===== src/rtl/farm_pkg.sv =====
// Shared definitions for the farm sensor hub.
//   SAMPLE_W      : width of a sensor sample / channel average
//   DEF_HI/DEF_LO : alert thresholds restored at reset
//   pump_state_e  : pump controller states, encoding visible on pump_state
package farm_pkg;

  localparam int SAMPLE_W = 8;

  localparam logic [SAMPLE_W-1:0] DEF_HI = 8'd128;
  localparam logic [SAMPLE_W-1:0] DEF_LO = 8'd112;

  typedef enum logic [1:0] {
    IDLE = 2'd0,
    RUN  = 2'd1,
    COOL = 2'd2
  } pump_state_e;

endpackage


===== src/rtl/farm_ch_avg.sv =====
// Moving average over the last 2^DEPTH_LOG2 samples of one sensor channel.
//   clk, rst_n : clock, synchronous active-low reset
//   ena        : global enable, all state holds when low
//   s_we       : accept s_data this cycle
//   s_data     : sample value
//   avg        : registered average, valid the cycle after a sample
//   warm       : history has been completely filled at least once
module farm_ch_avg
  import farm_pkg::*;
#(
  parameter int DEPTH_LOG2 = 2
) (
  input  logic                clk,
  input  logic                rst_n,
  input  logic                ena,
  input  logic                s_we,
  input  logic [SAMPLE_W-1:0] s_data,
  output logic [SAMPLE_W-1:0] avg,
  output logic                warm
);

  localparam int DEPTH = 1 << DEPTH_LOG2;
  localparam int SUM_W = SAMPLE_W + DEPTH_LOG2;

  logic [SAMPLE_W-1:0]   hist [DEPTH];
  logic [DEPTH_LOG2-1:0] ptr;
  logic [SUM_W-1:0]      sum;
  logic [SUM_W-1:0]      sum_nx;

  // The slot under the write pointer always holds the oldest sample
  // (zero until the history has wrapped once).
  assign sum_nx = sum - SUM_W'(hist[ptr]) + SUM_W'(s_data);

  always_ff @(posedge clk) begin
    if (!rst_n) begin
      for (int i = 0; i < DEPTH; i++) hist[i] <= '0;
      ptr  <= '0;
      sum  <= '0;
      avg  <= '0;
      warm <= 1'b0;
    end else if (ena && s_we) begin
      hist[ptr] <= s_data;
      ptr       <= ptr + 1'b1;
      sum       <= sum_nx;
      avg       <= sum_nx[SUM_W-1:DEPTH_LOG2];
      if (&ptr) warm <= 1'b1;
    end
  end

endmodule


===== src/rtl/farm_sensor_hub.sv =====
// Multi-channel soil sensor hub: per-channel moving averages with
// hysteretic alerts, plus an irrigation pump controller driven by channel 0.
//   clk, rst_n          : clock, synchronous active-low reset
//   ena                 : global enable, all state holds when low
//   s_valid/s_ch/s_data : sample input
//   cfg_we/cfg_ch/cfg_hi/cfg_lo : per-channel alert threshold write
//   auto_mode, dry_thr, wet_thr : irrigation control
//   rd_ch/rd_avg        : average readback
//   alert, alert_cnt    : per-channel alert flags and their popcount
//   warm                : per-channel history-full flags
//   pump_on, valve_open : pump/valve drive (identical)
//   pump_state          : pump FSM state
//
// Pump FSM
//   state | meaning
//   IDLE  | pump off, waiting for channel 0 to read dry
//   RUN   | pump on, timer counts down the maximum run length
//   COOL  | pump off, timer counts down the minimum rest; dryness ignored
module farm_sensor_hub
  import farm_pkg::*;
#(
  parameter int NUM_CH     = 4,
  parameter int DEPTH_LOG2 = 2,
  parameter int PUMP_TICKS = 1000,
  parameter int COOL_TICKS = 256
) (
  input  logic                      clk,
  input  logic                      rst_n,
  input  logic                      ena,
  input  logic                      s_valid,
  input  logic [$clog2(NUM_CH)-1:0] s_ch,
  input  logic [7:0]                s_data,
  input  logic                      cfg_we,
  input  logic [$clog2(NUM_CH)-1:0] cfg_ch,
  input  logic [7:0]                cfg_hi,
  input  logic [7:0]                cfg_lo,
  input  logic                      auto_mode,
  input  logic [7:0]                dry_thr,
  input  logic [7:0]                wet_thr,
  input  logic [$clog2(NUM_CH)-1:0] rd_ch,
  output logic [7:0]                rd_avg,
  output logic [NUM_CH-1:0]         alert,
  output logic [$clog2(NUM_CH):0]   alert_cnt,
  output logic [NUM_CH-1:0]         warm,
  output logic                      pump_on,
  output logic                      valve_open,
  output logic [1:0]                pump_state
);

  localparam int CH_W     = $clog2(NUM_CH);
  localparam int CNT_W    = CH_W + 1;
  localparam int CH_SLOTS = 1 << CH_W;
  localparam int TMR_MAX  = (PUMP_TICKS > COOL_TICKS) ? PUMP_TICKS : COOL_TICKS;
  localparam int TMR_W    = $clog2(TMR_MAX + 1);

  // Padded to a power of two so any rd_ch value indexes a real entry.
  logic [SAMPLE_W-1:0] avg_slot [CH_SLOTS];

  for (genvar i = 0; i < CH_SLOTS; i++) begin : g_ch
    if (i < NUM_CH) begin : g_real
      logic                s_hit;
      logic                c_hit;
      logic [SAMPLE_W-1:0] thr_hi;
      logic [SAMPLE_W-1:0] thr_lo;
      logic                alert_r;

      assign s_hit = s_valid && (s_ch == CH_W'(i));
      assign c_hit = cfg_we && (cfg_ch == CH_W'(i));

      farm_ch_avg #(.DEPTH_LOG2(DEPTH_LOG2)) u_avg (
        .clk    (clk),
        .rst_n  (rst_n),
        .ena    (ena),
        .s_we   (s_hit),
        .s_data (s_data),
        .avg    (avg_slot[i]),
        .warm   (warm[i])
      );

      // Alert compares the registered average against the registered
      // thresholds, so a same-cycle threshold write only counts next cycle.
      always_ff @(posedge clk) begin
        if (!rst_n) begin
          thr_hi  <= DEF_HI;
          thr_lo  <= DEF_LO;
          alert_r <= 1'b0;
        end else if (ena) begin
          if (c_hit) begin
            thr_hi <= cfg_hi;
            thr_lo <= cfg_lo;
          end
          if (!warm[i])                  alert_r <= 1'b0;
          else if (avg_slot[i] > thr_hi) alert_r <= 1'b1;
          else if (avg_slot[i] < thr_lo) alert_r <= 1'b0;
        end
      end

      assign alert[i] = alert_r;
    end else begin : g_pad
      assign avg_slot[i] = '0;
    end
  end

  assign rd_avg = avg_slot[rd_ch];

  always_comb begin
    alert_cnt = '0;
    for (int i = 0; i < NUM_CH; i++) alert_cnt = alert_cnt + CNT_W'(alert[i]);
  end

  pump_state_e       state, state_nx;
  logic [TMR_W-1:0]  timer, timer_nx;
  logic [SAMPLE_W-1:0] avg0;

  assign avg0 = avg_slot[0];

  always_comb begin
    state_nx = state;
    timer_nx = timer;
    case (state)
      IDLE: begin
        if (auto_mode && warm[0] && (avg0 < dry_thr)) begin
          state_nx = RUN;
          timer_nx = TMR_W'(PUMP_TICKS);
        end
      end
      RUN: begin
        if ((timer == TMR_W'(1)) || (avg0 > wet_thr) || !auto_mode) begin
          state_nx = COOL;
          timer_nx = TMR_W'(COOL_TICKS);
        end else begin
          timer_nx = timer - 1'b1;
        end
      end
      COOL: begin
        timer_nx = timer - 1'b1;
        if (timer == TMR_W'(1)) state_nx = IDLE;
      end
      default: begin
        state_nx = IDLE;
        timer_nx = '0;
      end
    endcase
  end

  // pump_on is registered from the next state so it tracks RUN exactly.
  always_ff @(posedge clk) begin
    if (!rst_n) begin
      state   <= IDLE;
      timer   <= '0;
      pump_on <= 1'b0;
    end else if (ena) begin
      state   <= state_nx;
      timer   <= timer_nx;
      pump_on <= (state_nx == RUN);
    end
  end

  assign valve_open = pump_on;
  assign pump_state = state;

endmodule


===== config.mk =====
export PLATFORM = sky130hd
export DESIGN_NAME = farm_sensor_hub
export DESIGN_NICKNAME = d
export VERILOG_FILES = /design/src/rtl/farm_pkg.sv /design/src/rtl/farm_ch_avg.sv /design/src/rtl/farm_sensor_hub.sv
export SDC_FILE = /design/constraint.sdc
export NUM_CORES = 1
export LEC_CHECK = 0
export BUFFER_PORTS_ARGS = -buffer_cell sky130_fd_sc_hd__buf_2
export CAP_MARGIN = 20
export CORE_UTILIZATION = 28
export DETAILED_ROUTE_END_ITERATION = 16
export GPL_TIMING_DRIVEN = 0
export PLACE_DENSITY = 0.41
export SETUP_SLACK_MARGIN = 0.02
export SLEW_MARGIN = 0
export SYNTH_ARGS = -nofsm -noshare
export SYNTH_HDL_FRONTEND = slang
export SYNTH_HIERARCHICAL = 1
export SYNTH_SLANG_ARGS = --single-unit

===== constraint.sdc =====
create_clock -name clk -period 5.95 [get_ports clk]
set_input_delay 0.2975 -clock clk [delete_from_list [all_inputs] [get_ports clk]]
set_output_delay 0.2975 -clock clk [all_outputs]
set_load 0.03 [all_outputs]

## After elaboration in Yosys (flattened, before gate mapping)

Memory sizes are Yosys's and may differ from the RTL's. A register that Yosys moved wholly into a read port is not among the register bits.
Cells that the tools add are included.

- Register bits after elaboration: 165
- Bits in writable memories: 128
- Input bits: 52
- Logic and storage cells: 170
- Memories kept: 4

- Add/subtract/negate cells: 16
- $lt $le $gt $ge: 11
- Equality and inequality tests: 15
- Muxes and demuxes: 55
- Bitwise gates (word level): 1
- Reductions and logical operators: 37

Memories:

| name | depth | bits a word | read ports | clocked after memory_dff | wr ports | line | source |
|---|---|---|---|---|---|---|---|
| g_ch[0].g_real.u_avg.hist | 4 | 8 | 1 | 1 | 4 | farm_ch_avg.sv:25 | `logic [SAMPLE_W-1:0] hist [DEPTH];` |
| g_ch[1].g_real.u_avg.hist | 4 | 8 | 1 | 1 | 4 | farm_ch_avg.sv:25 |  |
| g_ch[2].g_real.u_avg.hist | 4 | 8 | 1 | 1 | 4 | farm_ch_avg.sv:25 |  |
| g_ch[3].g_real.u_avg.hist | 4 | 8 | 1 | 1 | 4 | farm_ch_avg.sv:25 |  |

Operators with widths:

| cell | count |
|---|---|
| $mux 8 | 6 |
| $add 10x8->10 | 4 |
| $gt 8x8->1 | 5 |
| $lt 8x8->1 | 5 |
| $sub 10x8->10 | 4 |
| $reduce_or 8->1 | 4 |
| $mux 2 | 15 |
| $pmux 10 s3 | 1 |
| $mux 1 | 29 |
| $mux 10 | 2 |
| $reduce_and 2->1 | 9 |
| $bmux 8 s2 | 1 |
| $logic_and 1x1->1 | 14 |
| $ne 3x3->1 const B | 4 |
| $reduce_and 3->1 | 4 |
| $eq 10x1->1 const B | 1 |
| $eq 2x2->1 const B | 5 |
| $sub 10x1->10 const B | 1 |
| $add 2x1->2 const B | 4 |
| $eq 2x1->1 const B | 4 |
| $logic_not 2->1 | 3 |
| $pmux 2 s3 | 1 |
| $add 2x1->3 | 1 |
| $add 3x1->3 | 1 |
| 6 further kinds | 7 |

## Logic depth before layout (Yosys ltp)

- Depth in word-level cells: 8
- Gate-level depth with buffers: 12
- Mapped depth without buffers: 11

## Hierarchy

The synthesis kept the hierarchy.

Modules (own cells, without submodules):

| module | instances | cells each | area each (um2) | seq. area each (um2) |
|---|---|---|---|---|
| farm_sensor_hub | 1 | 682 | 5529.1 | 1621.6 |
| farm_ch_avg (g_ch[0].g_real.u_avg ...) | 2 | 249 | 2737.6 | 1261.2 |
| farm_ch_avg (g_ch[1].g_real.u_avg ...) | 2 | 249 | 2722.6 | 1261.2 |

## Worst setup path after synthesis

No wires, ideal clock.

- Path type: register -> register
- Start: register (tool-made name)
- End: register g_ch[2].g_real.u_avg.avg[6]
- Setup time: 0.063 ns
- Arrival: 2.956 ns
- Required time: 5.887 ns
- Setup slack: 2.932 ns
- Stages on the path, launching flop included: 13
- Buffers on the path: 1
- Clock period less this slack: 3.018 ns
- Path through: dfxtp_1 -> buf_2 -> mux4_2 -> ha_1 -> inv_1 -> ha_1 -> inv_1 -> fa_1 -> and2b_1 -> o31a_1 -> o2111ai_1 -> a2111oi_0 -> nand3b_1

RTL lines:

| item | line | source |
|---|---|---|
| end signal, assigned | farm_ch_avg.sv:45 | `avg <= sum_nx[SUM_W-1:DEPTH_LOG2];` |
| end, declared | farm_ch_avg.sv:18 | `output logic [SAMPLE_W-1:0] avg,` |

==> flow_summary_export.csv <==
group,metric,value,unit
synthesis,netlist_instances,1678,
placement,dp_slack,2570,ps
sta,finalMaxSlewViolations,0,
synthesis,synth_area_leaders,"edfxtp_1, dfxtp_1, ha_1",
pwr,leakage,7.78,nW
sta,fin_setup_tns,0,ps
grt,grt_max_degree,21,
finish,area_delta_synth_final,15.4,%
sta,rsz0062_at_grt,"no",
placement,hpwlAfterDp,37.0,mm
setup_path,crit_arrival,3860,ps
synthesis,async_reset_ff_share,0,%
grt,gr-usage-met1,23.6,%
clock_network,cts_setup_buffers,0,
sta,clock.fmax,296,MHz
pwr,peakVddDrop,0.152,mV
floorplan,rows,88,
synthesis,yosysWarnings,6,
placement,io_buffers,72,
sta,final.setup_skew,16.1,ps
clock_network,cts_max_path_buffers,3,
detailed_routing,vias,12500,
setup_path,worstPathMaxFanout,8,
grt,met2_usage,27.8,%
clock_network,cts_num_sinks,269,
hold_path,hp-class,"input port to flop",
sta,tightestPinTransition,979,ps
detailed_routing,drtPass1Iterations,5,
sta,min_period,3380,ps
detailed_routing,wl,50.2,mm
sta,hold_viol,0,
floorplan,die_h,244,um
pwr,power,0.00497,W
setup_path,r2r_slack,2570,ps
synthesis,synth_ff_type,"dfxtp_1",
synthesis,synth-edff-count,128,
grt,grtUsageTotal,17.0,%
grt,antenna_found_initial,0,
sta,finalWorstSetupSlack,2570,ps
setup_path,critPathCapture,"g_ch[3].g_real.u_avg/avg[6]",
setup_path,start_kind,"flop",
synthesis,synth-seq-cells,269,
synthesis,synth_top_cell_by_area,"edfxtp_1",
grt,busiest_layer,"met2",
sta,holdWs,57.3,ps
detailed_routing,routed_via_density,4.83,
detailed_routing,drtIter0Drc,582,
clock_network,clk_pin_slew,60,ps
finish,drive_gt1_share,14.8,%
finish,fin_nets,1999,
status,outcome,"completed",
grt,grt_pass1_wl,77.5,mm
synthesis,synth_cell_types,71,
setup_path,crit_path_end_kind,"flop",
setup_path,cp.required,6430,ps
synthesis,synth_top_area_share,23.4,%
setup_path,r2r_cells,12,
sta,maxSlewHeadroom,34.3,%
floorplan,ios,75,
synthesis,ys_seq_area_share,40.5,%
synthesis,syn_area_per_cell,9.80,um^2
clock_network,ctsHoldBuffers,0,
detailed_routing,ant_nets,0,
sta,setup_viol,0,
setup_path,rr_endpoint,"g_ch[3].g_real.u_avg/avg[6]",
floorplan,dieArea,59700,um^2
clock_network,cts-root-buf,"clkbuf_16",
clock_network,ctsResizeCount,0,
grt,grt_pass1_vias,12700,
synthesis,syn_area,16400,um^2
finish,antenna_cells,0,
grt,globalRouteOverflowTotal,0,
setup_path,path_class,"flop to flop",
placement,gp_congestion,0.820,
grt,grtUsageMet3,1.92,%
clock_network,clk_latency,540,ps
sta,fin_crit_sh,56.8,%
detailed_routing,drc,0,
clock_network,htreeDepth,2,
run,drv_cap,0,
clock_network,cts_tree,"built",
floorplan,start_util,28.4,%
detailed_routing,drt-wirelength-per-cell,19.4,um
clock_network,cts_inserted_buffers,36,
floorplan,fp.dieW,244,um
synthesis,synthesis.nets,1886,
floorplan,coreArea,57900,um^2
pwr,pwr_density_cell,262,nW/um^2
[flip-flops by register name (all words and copies together) (netlist names), named ones only]
name,flops
g_ch.g_real.u_avg/warm,4
g_ch.g_real.alert_r,4
g_ch.g_real.u_avg/ptr,8
timer,10
g_ch.g_real.thr_hi,32
pump_on,1
g_ch.g_real.u_avg/hist,128
pump_state,2
g_ch.g_real.u_avg/sum,8
g_ch.g_real.u_avg/avg,32
g_ch.g_real.thr_lo,32
[per-stage QoR]
step / instance area, um^2 / instances / util (%)
2_1_floorplan: 16400 / 1678 / -
3_3_place_gp: 17800 / 2515 / 30.7
3_5_place_dp: 17800 / 2518 / 30.7
4_1_cts: 19000 / 2581 / 32.8
5_1_grt: 19000 / 2581 / 32.8
6_report: 19000 / 2581 / 32.8
[logic make-up after synthesis]
group / share of synthesized area, %
xor+xnor: 0.373
flops: 40.5
mux: 5.99
fa+ha+maj: 13.4
compound gates: 13.8
simple gates: 16.8
buf+inv: 9.07
[power breakdown]
group	total [W]	switching [W]	internal, W	leakage (nW)
sequential	0.00202	0.0000287	0.00199	2.47
clock	0.00220	0.000848	0.00135	0.576
combinational	0.000751	0.000462	0.000289	4.73
[cells in the final DEF, fill, tap and decap left out, types with 6 or more instances in the layout]
cell type | synthesis | routed
o21a_1 | 14 | 14
nor3b_2 | 8 | 8
a21boi_0 | 37 | 37
edfxtp_1 | 128 | 128
o21ai_1 | 7 | 8
clkbuf_1 | 50 | 57
xnor2_1 | 7 | 7
clkbuf_16 | 0 | 37
and3_1 | 11 | 11
nand2b_1 | 22 | 22
inv_1 | 230 | 230
nand2_1 | 177 | 177
nand4_1 | 26 | 26
mux4_2 | 40 | 40
ha_1 | 123 | 123
dfxtp_1 | 141 | 141
a21boi_1 | 15 | 15
nor4_1 | 29 | 29
a21o_1 | 25 | 25
and2_1 | 73 | 73
a32oi_1 | 6 | 6
or3_1 | 13 | 13
buf_4 | 41 | 42
o22ai_1 | 11 | 11
a31oi_1 | 10 | 10
nor3_1 | 15 | 15
o2111ai_1 | 9 | 9
buf_1 | 6 | 6
o211ai_1 | 31 | 31
buf_2 | 7 | 81
nor2_1 | 72 | 72
nand3_1 | 47 | 47
a211oi_1 | 16 | 16
a21oi_1 | 63 | 63
fa_1 | 33 | 33
o21ai_0 | 28 | 27
clkbuf_8 | 0 | 7
[cells in the mapped netlist, drive strengths merged (30+ instances only)]
cell	count
a21boi	53
a21oi	63
and2	73
buf	59
clkbuf	50
dfxtp	141
edfxtp	128
fa	33
ha	123
inv	235
mux4	40
nand2	177
nand3	49
nor2	72
nor4	30
o211ai	31
o21ai	35
[per-layer routing]
metal	up-vias	share of wire [%]
li1	6123	-
met3	57	3.9
met2	254	46
met5	-	0
met4	0	2.0
met1	6028	48
[layout make-up]
cell class	instances	area, um^2
Inverter	235	882
Clock inverter	12	143
Sequential cell	269	6670
Timing Repair Buffer	75	378
Buffer	109	609
Multi-Input combinational cell	1065	8290
Tap cell	765	957
Clock buffer	51	1050
Fill cell	6069	38900
[worst min path at each step]
stage	startpoint	endpoint	slack, ps	depth (start not counted)
5_1_grt	cfg_lo[0]	g_ch[0].g_real.thr_lo[0]	40	3
4_1_cts	cfg_lo[0]	g_ch[0].g_real.thr_lo[0]	20	3
2_1_floorplan	cfg_hi[3]	g_ch[0].g_real.thr_hi[3]	430	2
3_3_place_gp	g_ch[1].g_real.u_avg/sum[0]	g_ch[1].g_real.u_avg/sum[0]	440	2
3_5_place_dp	g_ch[0].g_real.thr_hi[3]	g_ch[0].g_real.thr_hi[3]	450	2
6_report	cfg_lo[0]	g_ch[0].g_real.thr_lo[0]	60	3
[worst max-delay path: stages, from the launching register on]
cell and delay, ps:
dfxtp_1 300, buf_1 460, mux4_2 420, ha_1 280, inv_1 60, ha_1 220
inv_1 70, fa_1 370, and2b_1 250, o31a_1 200, o2111ai_1 150, a2111oi_0 390
nand3b_1 150
No activity file was read; power rests on OpenSTA's default activity.
